### config.mk
export PLATFORM = sky130hd
export DESIGN_NAME = axi_b_resp_arbiter
export DESIGN_NICKNAME = d
export VERILOG_FILES = /design/src/rtl/axi_xbar_pkg.sv /design/src/rtl/axi_rr_arbiter.sv /design/src/rtl/axi_b_resp_arbiter.sv
export SDC_FILE = /design/constraint.sdc
export NUM_CORES = 1
export LEC_CHECK = 0
export ABC_AREA = 1
export CELL_PAD_IN_SITES_DETAIL_PLACEMENT = 0
export CELL_PAD_IN_SITES_GLOBAL_PLACEMENT = 2
export CORE_UTILIZATION = 19
export CTS_CLUSTER_SIZE = 28
export DETAILED_ROUTE_END_ITERATION = 8
export PLACE_DENSITY = 0.72
export SETUP_SLACK_MARGIN = 0.1
export SYNTH_ARGS = -nofsm -noshare
export SYNTH_HDL_FRONTEND = slang
export SYNTH_SLANG_ARGS = --single-unit
### constraint.sdc
create_clock -name clk_i -period 2.4 [get_ports clk_i]
set_input_delay 0.6 -clock clk_i [delete_from_list [all_inputs] [get_ports clk_i]]
set_output_delay 0.6 -clock clk_i [all_outputs]
set_load 0.1 [all_outputs]
### src/rtl/axi_xbar_pkg.sv
// Shared types and helpers for the crossbar demux.
// Holds AXI resp encodings, resp_t and the port-index width helper.
package axi_xbar_pkg;

  localparam logic [1:0] RESP_OKAY   = 2'b00;
  localparam logic [1:0] RESP_EXOKAY = 2'b01;
  localparam logic [1:0] RESP_SLVERR = 2'b10;
  localparam logic [1:0] RESP_DECERR = 2'b11;

  typedef logic [1:0] resp_t;

  // Index width for n ports, never below 1 bit.
  function automatic int unsigned idx_width(input int unsigned n);
    return (n > 1) ? $clog2(n) : 1;
  endfunction

endpackage

### src/rtl/axi_rr_arbiter.sv
// Round-robin arbiter; search starts at rr_q, rr_q moves past the winner.
// Ports: clk_i, rst_i, req_i[N], en_i -> gnt_o[N] one-hot, idx_o winner.
module axi_rr_arbiter
  import axi_xbar_pkg::*;
#(
  parameter int unsigned N  = 4,
  localparam int unsigned IW = idx_width(N)
) (
  input  logic          clk_i,
  input  logic          rst_i,
  input  logic [N-1:0]  req_i,
  input  logic          en_i,
  output logic [N-1:0]  gnt_o,
  output logic [IW-1:0] idx_o
);

  logic [IW-1:0] rr_q, rr_d;
  logic          found;
  int unsigned   p;
  logic [IW-1:0] pidx;

  always_comb begin
    gnt_o = '0;
    idx_o = '0;
    found = 1'b0;
    p     = 0;
    pidx  = '0;
    for (int unsigned i = 0; i < N; i++) begin
      p = 32'(rr_q) + i;
      if (p >= N) p = p - N;
      pidx = IW'(p);
      if (!found && req_i[pidx]) begin
        found       = 1'b1;
        gnt_o[pidx] = 1'b1;
        idx_o       = pidx;
      end
    end
  end

  always_comb begin
    rr_d = rr_q;
    if (en_i && |req_i) begin
      if (32'(idx_o) == N - 1) rr_d = '0;
      else                     rr_d = idx_o + 1'b1;
    end
  end

  always_ff @(posedge clk_i) begin
    if (rst_i) rr_q <= '0;
    else       rr_q <= rr_d;
  end

endmodule

### src/rtl/axi_b_resp_arbiter.sv
// B-channel merge: round-robin over downstream ports into a one-entry
// output register; pops the in-flight array on every upstream B beat.
// Ports: mst_b_* (NoMstPorts downstream), slv_b_* (upstream), pop_*.
module axi_b_resp_arbiter
  import axi_xbar_pkg::*;
#(
  parameter int unsigned NoMstPorts   = 4,
  parameter int unsigned AxiIdWidth   = 4,
  parameter int unsigned AxiLookBits  = 3,
  parameter int unsigned AxiUserWidth = 1
) (
  input  logic                                     clk_i,
  input  logic                                     rst_i,
  input  logic [NoMstPorts-1:0]                    mst_b_valid_i,
  input  logic [NoMstPorts-1:0][AxiIdWidth-1:0]    mst_b_id_i,
  input  logic [NoMstPorts-1:0][1:0]               mst_b_resp_i,
  input  logic [NoMstPorts-1:0][AxiUserWidth-1:0]  mst_b_user_i,
  output logic [NoMstPorts-1:0]                    mst_b_ready_o,
  output logic                                     slv_b_valid_o,
  output logic [AxiIdWidth-1:0]                    slv_b_id_o,
  output logic [1:0]                               slv_b_resp_o,
  output logic [AxiUserWidth-1:0]                  slv_b_user_o,
  input  logic                                     slv_b_ready_i,
  output logic                                     pop_en_o,
  output logic [AxiLookBits-1:0]                   pop_axi_id_o
);

  localparam int unsigned IdxW = idx_width(NoMstPorts);

  logic                    load;
  logic                    grant_en;
  logic                    hs_dn;
  logic [NoMstPorts-1:0]   gnt;
  logic [IdxW-1:0]         idx;

  logic                    full_q, full_d;
  logic [AxiIdWidth-1:0]   id_q, id_d;
  resp_t                   resp_q, resp_d;
  logic [AxiUserWidth-1:0] user_q, user_d;

  // Register may take a new beat when empty or when it drains this cycle.
  assign load     = ~full_q | slv_b_ready_i;
  assign grant_en = load & ~rst_i;

  axi_rr_arbiter #(
    .N (NoMstPorts)
  ) u_arb (
    .clk_i (clk_i),
    .rst_i (rst_i),
    .req_i (mst_b_valid_i),
    .en_i  (grant_en),
    .gnt_o (gnt),
    .idx_o (idx)
  );

  assign mst_b_ready_o = gnt & {NoMstPorts{grant_en}};
  assign hs_dn         = grant_en & |mst_b_valid_i;

  always_comb begin
    full_d = full_q;
    id_d   = id_q;
    resp_d = resp_q;
    user_d = user_q;
    if (hs_dn) begin
      // Also covers drain-and-refill in one cycle.
      full_d = 1'b1;
      id_d   = mst_b_id_i[idx];
      resp_d = mst_b_resp_i[idx];
      user_d = mst_b_user_i[idx];
    end else if (full_q && slv_b_ready_i) begin
      full_d = 1'b0;
    end
  end

  always_ff @(posedge clk_i) begin
    if (rst_i) begin
      full_q <= 1'b0;
      id_q   <= '0;
      resp_q <= '0;
      user_q <= '0;
    end else begin
      full_q <= full_d;
      id_q   <= id_d;
      resp_q <= resp_d;
      user_q <= user_d;
    end
  end

  // Reset hides a buffered beat at once, so no pop escapes during reset.
  assign slv_b_valid_o = full_q & ~rst_i;
  assign slv_b_id_o    = rst_i ? '0 : id_q;
  assign slv_b_resp_o  = rst_i ? '0 : resp_q;
  assign slv_b_user_o  = rst_i ? '0 : user_q;

  assign pop_en_o     = slv_b_valid_o & slv_b_ready_i;
  assign pop_axi_id_o = slv_b_id_o[AxiLookBits-1:0];

endmodule

* Word level (Yosys, flattened, before mapping)
Index checks and enable logic that the tools add are counted.
W data, S select, Z words.
** Storage, ports and cells
- Register bits :: 10
- Bits of input ports :: 35
- Output and inout port bits :: 16
- Logic and storage cells :: 95
** Operators by class
- Add/sub/neg operators :: 8
- Magnitude comparators :: 13
- Eq/ne operators :: 1
- Multiplexer cells :: 43
- Bitwise operators :: 11
- Reductions and logical operators :: 14
** Operators by type and width (count)
- $mux W4 :: 6
- $mux W2 :: 11
- $lt A2 B3 Y1 const B :: 5
- $mux W1 :: 15
- $or A4 B4 Y4 :: 3
- $bmux W1 S2 :: 5
- $ge A3 B3 Y1 const B :: 3
- $logic_and A1 B1 Y1 :: 9
- $bmux W4 S2 :: 1
- $demux W1 S2 :: 4
- $ge A2 B1 Y1 const B :: 4
- $sub A2 B1 Y2 const B :: 4
- $add A2 B2 Y3 const B :: 2
- $and A1 B1 Y1 :: 4
- $and A4 B4 Y4 :: 1
- $bmux W2 S2 :: 1
- $reduce_or A4 Y1 :: 1
- $add A2 B1 Y3 const B :: 1
- $ge A2 B3 Y1 const B :: 1
- $logic_not A1 Y1 :: 3
- $add A2 B1 Y2 const B :: 1
- $eq A2 B2 Y1 const B :: 1
- $not A1 Y1 :: 2
- $reduce_bool A2 Y1 :: 1
- $or A1 B1 Y1 :: 1

* Logic depth before layout (Yosys ltp)
Gate-level depths: netlist of run 1.
- Depth after elaboration :: 16
- Depth in mapped cells :: 16
- Depth with buffers taken out :: 14

* Modules after synthesis
From an unflattened synthesis of run 1, not the netlist that was laid out.
** Unflattened totals
- Cells, all modules :: 242
- Area, all modules :: 1360.1 sq um
** Modules (own cells, without submodules)
- axi_b_resp_arbiter :: instances 1, cells an instance 157, area an instance 779.5 sq um, seq. area each 160.2 sq um
- axi_rr_arbiter :: instances 1, cells an instance 85, area an instance 580.6 sq um, seq. area each 40.0 sq um

* Worst setup path after synthesis of run 1
OpenSTA, ideal clock, no wires.
- Kind :: input to output
- Start point :: input port rst_i
- End point :: output port slv_b_id_o[0]
- Arrival time :: 2.619 ns
- Required time :: 1.800 ns
- Slack :: -0.819 ns
- Cell stages on the path :: 3
- Buffers on the path :: 2
- Path through :: clkbuf_1 > nor2_1 > buf_4
** Between the ends
- Cells in the longest elaborated chain, start to end :: 1
** Ends and longest elaborated chain
- start: declaration :: RTL line axi_b_resp_arbiter.sv:13 : input logic rst_i,
- $mux W4 :: RTL line axi_b_resp_arbiter.sv:91 : assign slv_b_id_o = rst_i ? '0 : id_q;
- end: declaration :: RTL line axi_b_resp_arbiter.sv:20 : output logic [AxiIdWidth-1:0] slv_b_id_o,
Every way passes these cells.

* Worst setup path in the final report of run 1
- Start point :: input port mst_b_valid_i[3]
- End point :: output port mst_b_ready_o[3]
** Between the ends
- Cells in the longest elaborated chain, start to end :: 13
- Elaborated cells on any way between the ends :: 25
- Those cells by class :: mux (15); bitwise (4); reduce/logical (6)
** Ends and longest elaborated chain
- start: declaration :: RTL line axi_b_resp_arbiter.sv:14 : input logic [NoMstPorts-1:0] mst_b_valid_i,
- $bmux W1 S2 :: RTL line axi_rr_arbiter.sv:32 : if (!found && req_i[pidx]) begin
- $mux W1 (not written as such) :: RTL line axi_rr_arbiter.sv:32
- $mux W1 :: RTL line axi_rr_arbiter.sv:32
- $logic_not A1 Y1 :: RTL line axi_rr_arbiter.sv:32
- $logic_and A1 B1 Y1 :: RTL line axi_rr_arbiter.sv:32
- $mux W1 :: RTL line axi_rr_arbiter.sv:32
- $logic_not A1 Y1 :: RTL line axi_rr_arbiter.sv:32
- $logic_and A1 B1 Y1 :: RTL line axi_rr_arbiter.sv:32
- $mux W1 :: RTL line axi_rr_arbiter.sv:32
- $logic_not A1 Y1 :: RTL line axi_rr_arbiter.sv:32
- $logic_and A1 B1 Y1 :: RTL line axi_rr_arbiter.sv:32
- $mux W4 (*) :: RTL line axi_rr_arbiter.sv:32
- $and A4 B4 Y4 (*) :: RTL line axi_b_resp_arbiter.sv:56 : assign mst_b_ready_o = gnt & {NoMstPorts{grant_en}};
- end: declaration :: RTL line axi_b_resp_arbiter.sv:18 : output logic [NoMstPorts-1:0] mst_b_ready_o,
Every way passes the cells marked *; elsewhere a longest branch is shown, timed or not. The select of a mux whose other input is x is not followed.

==> metrics.csv, run 1 <==
metric;value;unit
Final Non-Filler Cells;351;
CORE AREA;0.00631;mm²
Yosys warnings;0;
wire per inst;10.9;µm
fmax;0.399;GHz
Overflow after GRT;0;
Setup Viol. Count Final;4;
die area;0.00683;mm²
Critical Path Most Common Cell;nand3_2;
Critical Path RT;1.80;ns
CTS tree;yes;
critical path launch point type;input pin;
Slowest cell on crit path;clkdlybuf4s15_2;
CP cell instances;clkdlybuf4s15_2, inv_2, nand2_1, nand3_2, nand2_8, nor2_8, nand2_4, inv_4, nand3_2, nand4_1, nand2_2, clkinvlp_4, buf_12;
syn_area_per_cell;6.18;µm²
DRC viols;0;
Clock Latency Late Sink;0.23;ns
Crit. End Element;primary output;
share of cells above drive strength 1;0.376;
Pwr Density;1470;mW/mm²
slew margin rel.;0.810;
Synth area leaders;nand3_1, dfxtp_1, nand2_1, ha_1, inv_1;
hold crit path type;reg2reg;
number of global-route vias before repair;1341;
Leak;0.00105;µW
post-place setup slack;-0.461;ns
final setup margin;-0.107;ns
Max-Cap Viols;0;
Max Slew Vio Count;0;
final hold slack;0.554;ns
Placer Congestion;0.833;
Die Ht;82.7;µm
CTS clk-pin slew, worst paths;0.05;ns
via/cell ratio;4.33;
Die X;82.7;µm
Syn Inst Count;200;
row cnt;29;
Slew @ Worst Pin;0.285;ns
Synthesized Nets;242;
DP HPWL;3190;µm
largest net degree at the start of global routing;17;
failing checks;setup timing;
CTS root buf;clkbuf_8;
delay-heaviest family, CP;simple AND/OR/NAND/NOR gates;
starting density of the core;0.196;
Synth top area share;0.206;
CP bufs+invs;5;
final period utilization;1.04;
port bufs;50;
CTS Buffer Depth;2;
Worst EP arrival;1.91;ns
H-tree levels;1;
First DRT Iteration DRCs;36;
unrepaired setup endpoints after global routing;yes;
Crit Path Class;in2out;
clock skew;0.00124;ns
maximum VDD drop;0.660;mV
drt total wl;3840;µm
sequential fraction of the synthesis area;0.162;
Synth Register Bits;10;
Total GRT Usage;0.115;
Area Overhead vs Synth;87.4;%
Synth Cell Area;0.00124;mm²
# clock sinks;10;
NumNets Final;318;
dpl cells;343;
DRT antenna net count;0;
status;finished, violations left;
post-layout min period;2.51;ns
io pins;51;
first drt pass iteration count;4;
TritonCTS Buffers;3;
Cell variety after synth;27;
largest area contributor in the netlist;nand3_1;
total number of vias;1520;
Final Hold Viols;0;
initial antenna violation count;0;
ANT cells;0;
slowest stage delay, CP;0.22;ns
Worst Path Max Fanout;7;
first-pass GRT wire length;6130;µm
-- sequential cells by signal (all words and copies together), names as in the netlist --
name and cells:
u_arb.rr_q 2, user_q 1, full_q 1, id_q 4, resp_q 2
-- power breakdown --
group	internal, µW	switching (µW)	total, µW
sequential	243	28.3	271
combinational	1160	1810	2970
clock	109	58.3	168
total	1510	1900	3410
-- layer usage --
layer | global-route usage | vias up | share of wire
met5 | 0 | - | 0
met4 | 0.0259 | 0 | 0.0088
met3 | 0.00769 | 4 | 0.022
met2 | 0.177 | 30 | 0.47
met1 | 0.171 | 680 | 0.50
li1 | - | 806 | -
-- final timing paths --
kind | from | endpoint | slack (ns) | cells past startpoint
worst max-delay path | mst_b_valid_i[3] | mst_b_ready_o[3] | -0.11 | 13
worst min-delay path | user_q$_SDFFE_PP0P_ | user_q$_SDFFE_PP0P_ | 0.55 | 4
worst max register to register | u_arb.rr_q[0]$_SDFFE_PP0P_ | id_q[3]$_SDFFE_PP0P_ | 0.29 | 16
worst min register to register | user_q$_SDFFE_PP0P_ | user_q$_SDFFE_PP0P_ | 0.55 | 4
-- cell families after synthesis --
kind of cell	Yosys count	share of synthesized area
buf+inv	35	0.137
fa+ha+maj	7	0.0708
simple gates	138	0.582
flops	10	0.162
compound gates	10	0.0486
-- tightest hold or removal path, stage by stage (launching register included) --
cell	delay, ns
dfxtp_1	0.29
inv_1	0.04
nor2_1	0.06
nand2_1	0.07
nand2_1	0.05
-- cell usage in the layout (no fill, tap or decap), drive strengths merged --
cell type	instances
clkinv	1
buf	48
clkdlybuf4s15	2
inv	21
a21oi	1
dfxtp	10
nand3	54
a22oi	3
dlygate4sd2	1
o21ai	4
clkbuf	3
and3	1
nor4	1
ha	7
nor2	13
a31oi	2
clkdlybuf4s50	29
nand4	6
nand2	63
clkinvlp	4
-- synth_stat cells (all sizes together) --
cell type  instances
a21oi              1
a22oi              3
a31oi              2
and3               1
buf                8
clkbuf             1
clkinv             1
dfxtp             10
ha                 7
inv               25
nand2             63
nand3             54
nand4              6
nor2              13
nor4               1
o21ai              4
-- final cells by class --
class	instances	area [µm²]
fill	669	4000
inverter	26	125
sequential	10	205
timing repair buffer	80	877
multi-input combinational	155	972
clock buffer	3	41.3
tap	77	96.3
-- per-stage QoR --
| stage | util | area [µm²] | TNS (ns) | total power [µW] |
|---|---|---|---|---|
| floorplan | - | 1310 | -3.05 | 2220 |
| CTS | 0.365 | 2300 | -0.390 | 3400 |
| global placement | 0.346 | 2180 | -3.48 | 3090 |
| finish | 0.367 | 2320 | -0.364 | 3410 |
| global route | 0.367 | 2320 | -0.681 | 3690 |
| detailed placement | 0.346 | 2180 | -3.34 | 3090 |
-- repair_timing --
item	in CTS	in global routing
gates resized for setup	28	3
buffers inserted	5	0
pin swaps	9	2
hold buffers	0	0
gates cloned	0	0
setup endpoints to repair	22	5
Note: power is estimated with default switching activity, not from simulation.
==> inputs of run 2 (changes only) <==
--- a/config.mk
+++ b/config.mk
@@ -6,6 +6,7 @@
 export NUM_CORES = 1
 export LEC_CHECK = 0
 export ABC_AREA = 1
+export CAP_MARGIN = 20
 export CELL_PAD_IN_SITES_DETAIL_PLACEMENT = 0
 export CELL_PAD_IN_SITES_GLOBAL_PLACEMENT = 2
 export CORE_UTILIZATION = 19
@@ -13,6 +14,7 @@
 export DETAILED_ROUTE_END_ITERATION = 8
 export PLACE_DENSITY = 0.72
 export SETUP_SLACK_MARGIN = 0.1
+export SLEW_MARGIN = 40
 export SYNTH_ARGS = -nofsm -noshare
 export SYNTH_HDL_FRONTEND = slang
 export SYNTH_SLANG_ARGS = --single-unit
==> results of run 2 <==
The final DEF is identical to that of run 1; final timing and power are the same.
